===== src/rtl/palu_pkg.sv =====
// Shared types and the width-agnostic ALU datapath for palu_pipe.
// The compute function works on PALU_MAX_W bits and masks down to the caller's width.
package palu_pkg;

  localparam int PALU_MAX_W = 64;

  typedef enum logic [3:0] {
    OP_ADD  = 4'd0,
    OP_SUB  = 4'd1,
    OP_AND  = 4'd2,
    OP_OR   = 4'd3,
    OP_XOR  = 4'd4,
    OP_SLL  = 4'd5,
    OP_SRL  = 4'd6,
    OP_SRA  = 4'd7,
    OP_SLT  = 4'd8,
    OP_SLTU = 4'd9
  } palu_op_t;

  typedef struct packed {
    logic z;
    logic c;
    logic v;
  } palu_flags_t;

  typedef struct packed {
    palu_flags_t             f;
    logic [PALU_MAX_W-1:0]   r;
  } palu_res_t;

  // w is the live operand width (power of two, 4..PALU_MAX_W); bits above w are ignored.
  function automatic palu_res_t palu_compute(input logic [PALU_MAX_W-1:0] a_in,
                                             input logic [PALU_MAX_W-1:0] b_in,
                                             input palu_op_t op, input int w);
    logic [PALU_MAX_W-1:0] msk, a, b, as, bs, r;
    logic signed [PALU_MAX_W-1:0] sra_t;
    logic [PALU_MAX_W:0] sum;
    int sh;
    logic c, v;
    palu_res_t res;
    msk   = (w >= PALU_MAX_W) ? '1 : ((PALU_MAX_W'(1) << w) - PALU_MAX_W'(1));
    a     = a_in & msk;
    b     = b_in & msk;
    as    = a[w-1] ? (a | ~msk) : a;
    bs    = b[w-1] ? (b | ~msk) : b;
    sh    = 32'(b[$clog2(PALU_MAX_W)-1:0]) & (w - 1);
    sum   = '0;
    sra_t = '0;
    r     = '0;
    c     = 1'b0;
    v     = 1'b0;
    case (op)
      OP_ADD: begin
        sum = {1'b0, a} + {1'b0, b};
        r   = sum[PALU_MAX_W-1:0] & msk;
        c   = sum[w];
        v   = (a[w-1] == b[w-1]) && (r[w-1] != a[w-1]);
      end
      OP_SUB: begin
        // a + ~b + 1: carry out of bit w is the "no borrow" indication
        sum = {1'b0, a} + {1'b0, ~b & msk} + {{PALU_MAX_W{1'b0}}, 1'b1};
        r   = sum[PALU_MAX_W-1:0] & msk;
        c   = sum[w];
        v   = (a[w-1] != b[w-1]) && (r[w-1] != a[w-1]);
      end
      OP_AND:  r = a & b;
      OP_OR:   r = a | b;
      OP_XOR:  r = a ^ b;
      OP_SLL:  r = (a << sh) & msk;
      OP_SRL:  r = a >> sh;
      OP_SRA: begin
        sra_t = $signed(as) >>> sh;
        r     = sra_t & msk;
      end
      OP_SLT:  r[0] = $signed(as) < $signed(bs);
      OP_SLTU: r[0] = a < b;
      default: r = '0;
    endcase
    res.r = r;
    res.f = '{z: (r == '0), c: c, v: v};
    return res;
  endfunction

endpackage


===== src/rtl/palu_slice.sv =====
// One elastic register slice: loads whenever it is empty or its content moves on.
module palu_slice #(
  parameter int PW = 8
) (
  input  logic          clk,
  input  logic          rst,
  input  logic          up_valid_i,
  input  logic [PW-1:0] up_data_i,
  output logic          up_ready_o,
  output logic          dn_valid_o,
  output logic [PW-1:0] dn_data_o,
  input  logic          dn_ready_i
);

  logic          vld_q, vld_d;
  logic [PW-1:0] data_q, data_d;

  assign up_ready_o = !vld_q || dn_ready_i;

  always_comb begin
    vld_d  = vld_q;
    data_d = data_q;
    if (up_ready_o) begin
      vld_d = up_valid_i;
      if (up_valid_i) data_d = up_data_i;
    end
  end

  always_ff @(posedge clk or posedge rst) begin
    if (rst) begin
      vld_q  <= 1'b0;
      data_q <= '0;
    end else begin
      vld_q  <= vld_d;
      data_q <= data_d;
    end
  end

  assign dn_valid_o = vld_q;
  assign dn_data_o  = data_q;

endmodule


===== src/rtl/palu_pipe.sv =====
// Pipelined ALU: combinational compute on the accepted beat, then STAGES elastic slices.
// WIDTH must not exceed palu_pkg::PALU_MAX_W.
module palu_pipe
  import palu_pkg::*;
#(
  parameter int WIDTH  = 32,
  parameter int STAGES = 2,
  parameter int TAG_W  = 4
) (
  input  logic             clk,
  input  logic             rst,
  input  logic             in_valid,
  output logic             in_ready,
  input  logic [WIDTH-1:0] a,
  input  logic [WIDTH-1:0] b,
  input  palu_op_t         op,
  input  logic [TAG_W-1:0] in_tag,
  output logic             out_valid,
  input  logic             out_ready,
  output logic [WIDTH-1:0] r,
  output palu_flags_t      flags,
  output logic [TAG_W-1:0] out_tag
);

  localparam int PW = TAG_W + 3 + WIDTH;

  logic                     rdy_en_q;
  logic [STAGES:0]          vld_pipe;
  logic [STAGES:0][PW-1:0]  data_pipe;
  palu_res_t                res;
  logic                     unused_hi;

  // Holds in_ready low until the first clock edge after reset release.
  always_ff @(posedge clk or posedge rst) begin
    if (rst) rdy_en_q <= 1'b0;
    else     rdy_en_q <= 1'b1;
  end

  assign res          = palu_compute(PALU_MAX_W'(a), PALU_MAX_W'(b), op, WIDTH);
  assign vld_pipe[0]  = in_valid && rdy_en_q;
  assign data_pipe[0] = {in_tag, res.f, res.r[WIDTH-1:0]};

  if (WIDTH < PALU_MAX_W) begin : g_hi
    assign unused_hi = ^res.r[PALU_MAX_W-1:WIDTH];
  end else begin : g_nohi
    assign unused_hi = 1'b0;
  end

  // Ready travels back per stage in separate nets so the chain never loops through one vector.
  for (genvar k = 0; k < STAGES; k++) begin : g_stg
    logic up_rdy, dn_rdy;
    if (k == STAGES - 1) begin : g_last
      assign dn_rdy = out_ready;
    end else begin : g_mid
      assign dn_rdy = g_stg[k+1].up_rdy;
    end
    palu_slice #(.PW(PW)) u_slice (
      .clk       (clk),
      .rst       (rst),
      .up_valid_i(vld_pipe[k]),
      .up_data_i (data_pipe[k]),
      .up_ready_o(up_rdy),
      .dn_valid_o(vld_pipe[k+1]),
      .dn_data_o (data_pipe[k+1]),
      .dn_ready_i(dn_rdy)
    );
  end

  assign in_ready                = rdy_en_q && g_stg[0].up_rdy;
  assign out_valid               = vld_pipe[STAGES];
  assign {out_tag, flags, r}     = data_pipe[STAGES];

endmodule


===== config.mk =====
export PLATFORM = sky130hd
export DESIGN_NAME = palu_pipe
export DESIGN_NICKNAME = d
export VERILOG_FILES = /design/src/rtl/palu_pkg.sv /design/src/rtl/palu_slice.sv /design/src/rtl/palu_pipe.sv
export SDC_FILE = /design/constraint.sdc
export NUM_CORES = 1
export LEC_CHECK = 0
export BUFFER_PORTS_ARGS = -buffer_cell sky130_fd_sc_hd__buf_2
export CAP_MARGIN = 20
export CORE_AREA = 3 3 165 183
export DETAILED_ROUTE_END_ITERATION = 7
export DIE_AREA = 0 0 168 186
export PLACE_DENSITY = 0.66
export SYNTH_ARGS = -nofsm -noshare
export SYNTH_HDL_FRONTEND = slang
export SYNTH_SLANG_ARGS = --single-unit

===== constraint.sdc =====
create_clock -name clk -period 2.6 [get_ports clk]
set_input_delay 0.26 -clock clk [delete_from_list [all_inputs] [get_ports clk]]
set_output_delay 0.26 -clock clk [all_outputs]
set_load 0.02 [all_outputs]

==> results.yml <==
timing:
  period_minus_slack_ns: 3.82
  hold_ws_ns: 0.171
  fin_crit_sh_pct: 147
  setup_tns_ns: -12.31
  rsz0062_at_grt: "yes"
  finalHoldViolCount: 0
  timing.fmax_mhz: 262
  fin_ws_ns: -1.22
  setup_viol: 23
  skew_ns: 0.00751
  slew_headroom_pct: 35.6
  final_max_slew_viol_count: 0
  tightestPinTransition_ns: 0.964
placement:
  dp_hpwl_mm: 53.7
  io_buffers: 116
  globalplace.congestion: 1.02
  post-place-ws_ns: -1.65
  placed_area_um2: 18200
clock_network:
  clkLatencyLatePin_ns: 0.33
  clock_sinks: 81
  cts_tree: "built"
  clock_path_buffers: 2
  path_clk_slew_ns: 0.06
  cts_buffers: 9
  cts-root-buf: "clkbuf_16"
  cts-htree-levels: 3
logic_synthesis:
  synth_cell_types: 91
  synth_warnings: 0
  yosysSeqAreaShare_pct: 15.9
  synth_ff_type: "dfrtp_1"
  synth-edff-count: 0
  synth_seq_cells: 81
  synth_fa_ha_area_share_pct: 9.84
  syn-cell-area_um2: 12700
  synth_top_family_by_area: "compound AO/OA/AOI/OAI gates"
  syn_nets: 1784
  synth-compound-area-share_pct: 27.7
  synth_area_per_cell_um2: 7.92
  synth-simple-area-share_pct: 17.8
  synth_mux_area_share_pct: 18.3
  synth-async-reset-ratio_pct: 100
  syn-instance-count: 1609
  synth_xor_area_share_pct: 0.963
floorplanning:
  core_area_um2: 28500
  die_w_um: 168
  rows: 65
  initial_core_util_pct: 44.6
  chipHeight_um: 186
  die-area_um2: 31200
  num_io_pins: 117
setup_path:
  critPathMaxFanout: 3
  cp_common_cell: "buf_4"
  path_cells: "buf_12 > clkinv_8 > ha_4 > inv_2 > fa_2 > buf_4 > buf_4 > buf_4 > nand2_1 > o22ai_1 > a31o_2 > nor3_1 > o211ai_1 > nor3_1 > and3_1 > nand4_1 > or4_4 > nor4_4 > nand4_1 > o32ai_2"
  arrival_ns: 4.05
  crit_type: "input pin to register"
  critical_path.startpoint_type: "input pin"
  crit_path_end_kind: "register"
  worstPathRequired_ns: 2.82
  slowest_delay_ns: 0.48
  cp_slowest_cell: "or4_4"
finish:
  syn_to_final_growth_pct: 57.1
  design.final.nets: 2441
  fillCellCount: 2229
  final_cell_area_um2: 20000
  drive_above_1_share_pct: 50.3
  n_antenna_cell: 0
  final_core_util_pct: 70.1
drt:
  via_per_inst: 6.22
  remaining_drc_errors: 0
  wirelength_mm: 66.5
  routedWlPerCell_um: 25.2
  drt-pass1-iter-count: 6
  dr.first_iter.drc_count: 1747
  detail-route-antenna-nets: 0
  vias: 16400
grt:
  grt-ovfl-total: 0
  grt_max_degree: 55
  antenna_found_initial: 0
  grt_pass1_vias: 16100
  grt_pass1_wl_mm: 97.5
  grtUsageTotal_pct: 40.5
power_and_ir_drop:
  ir_drop_mv: 1.10
  leakagePower_nw: 9.33
  power_density_nw_per_um2: 400
run_status:
  violations: "setup timing"
  status: "finished with violations"
worst_hold_path:
  min_path_type: "input pin to register"
run:
  max_cap_viol_count: 0
-- critical path, delay by kind of cell --
kind	cells	cell delay, ns
buffers and inverters	6	0.58
AND/OR/NAND/NOR	8	1.80
AO/OA/AOI/OAI	4	0.92
adder cells (fa/ha/maj)	2	0.47
-- where the power goes --
part           switching [mW]  internal (mW)  total, mW
clock                   0.467          0.869       1.34
sequential              0.188           1.60       1.79
combinational            2.57           2.31       4.87
-- area by class of cell --
| class | instances | area (um^2) | area share [%] |
|---|---|---|---|
| multi-input cells | 1263 | 10600 | 52.9 |
| repair buffers | 810 | 6170 | 30.9 |
| flip-flops and latches | 81 | 2030 | 10.1 |
| well taps | 368 | 460 | 2.30 |
| inverters | 101 | 440 | 2.20 |
| clock buffers | 12 | 246 | 1.23 |
| clock inverters | 4 | 76.3 | 0.381 |
-- kinds of logic (layout without fill, tap and decap cells) --
logic type                 Yosys count  count (layout)
AOI/OAI and AO/OA                  509             509
buffers and inverters              265             927
xor gates and xnor gates            14              14
DFF                                 81              81
adders and majority gates           99              99
muxes                              168             168
and+or+nand+nor                    472             472
other                                1               1
-- registers in the layout (all words and copies together) (netlist names) --
| signal | cells |
|---|---|
| g_stg.u_slice.dn_valid_o | 2 |
| rdy_en_q | 1 |
| g_stg.u_slice.dn_data_o | 78 |
-- stage by stage --
stage / total power, mW / instances
2_1_floorplan: 4.25 / 1609
3_3_place_gp: 6.02 / 2585
3_5_place_dp: 6.11 / 2585
4_1_cts: 7.79 / 2635
5_1_grt: 8.34 / 2639
6_report: 8.00 / 2639
-- final timing paths --
path / endpoint / start / slack (ns) / cells after the start
worst max-delay path: g_stg[0].u_slice.dn_data_o[34] / a[0] / -1.22 / 20
max in group asynchronous: g_stg[1].u_slice.dn_data_o[23] / rst / 1.46 / 4
min in group asynchronous: g_stg[0].u_slice.dn_data_o[38] / rst / 0.45 / 3
worst max register to register: g_stg[0].u_slice.dn_data_o[34] / g_stg[0].u_slice.dn_valid_o / -0.79 / 13
worst min register to register: g_stg[0].u_slice.dn_data_o[33] / g_stg[0].u_slice.dn_data_o[33] / 0.49 / 1
worst min-delay path: g_stg[0].u_slice.dn_data_o[37] / in_tag[2] / 0.17 / 2
-- layout by cell type (no fill, tap or decap), types with 8 or more instances in the layout --
cell type / instances
buf_4: 654
nand2_1: 136
nor2_1: 122
buf_2: 103
a21oi_1: 96
dfrtp_1: 81
inv_1: 80
mux2_2: 76
ha_1: 73
o21ai_0: 70
mux4_2: 43
mux2i_1: 38
nand3_1: 38
nor3_1: 35
buf_6: 34
o211ai_1: 28
a31oi_1: 22
o221ai_1: 22
a21oi_2: 17
o22ai_1: 17
a211oi_1: 16
a22oi_1: 16
ha_4: 15
o21a_1: 14
nand2b_1: 13
nor2b_1: 13
a21o_1: 12
a211o_1: 12
nor4_1: 11
nand4_1: 11
buf_12: 11
mux2_4: 10
and3_1: 10
xnor2_1: 10
a221oi_1: 9
o2111ai_1: 9
ha_2: 9
clkbuf_16: 9
inv_2: 8
-- cell usage after synthesis, drive strengths merged, types with 11 or more instances --
library cell  count  area [um^2]
a211o            14          124
a211oi           23          173
a21o             14          108
a21oi           116          584
a221oi           11         96.3
a22oi            18          135
a31oi            25          156
buf              83          528
clkbuf           81          304
dfrtp            81         2030
ha               97         1210
inv              97          364
mux2             86          968
mux2i            39          390
mux4             43          968
nand2           141          529
nand2b           14         87.6
nand3            41          205
nand4            11         68.8
nor2            129          484
nor2b            19          119
nor3             40          200
nor4             19          125
o2111ai          11         96.3
o211ai           28          210
o21a             15          113
o21ai            86          430
o221ai           26          228
o22ai            20          125
o31ai            12         90.1
xnor2            12          105
-- metal layers --
layer / routed length (um) / track usage (%) / vias up
met5: 0 / 0 / -
met3: 5080 / 5.08 / 240
met1: 26500 / 51.1 / 7932
met4: 4060 / 18.6 / 0
li1: - / - / 7316
met2: 30900 / 69.4 / 925
-- what timing repair did --
action,CTS,global route
endpoints found under the setup margin,29,25
buffers inserted,37,13
pin swaps,65,44
endpoints found under the hold margin,18,0
hold buffers,1,0
gates cloned,1,0
gates resized for setup,198,67
Note: power is estimated with default switching activity, not from simulation.
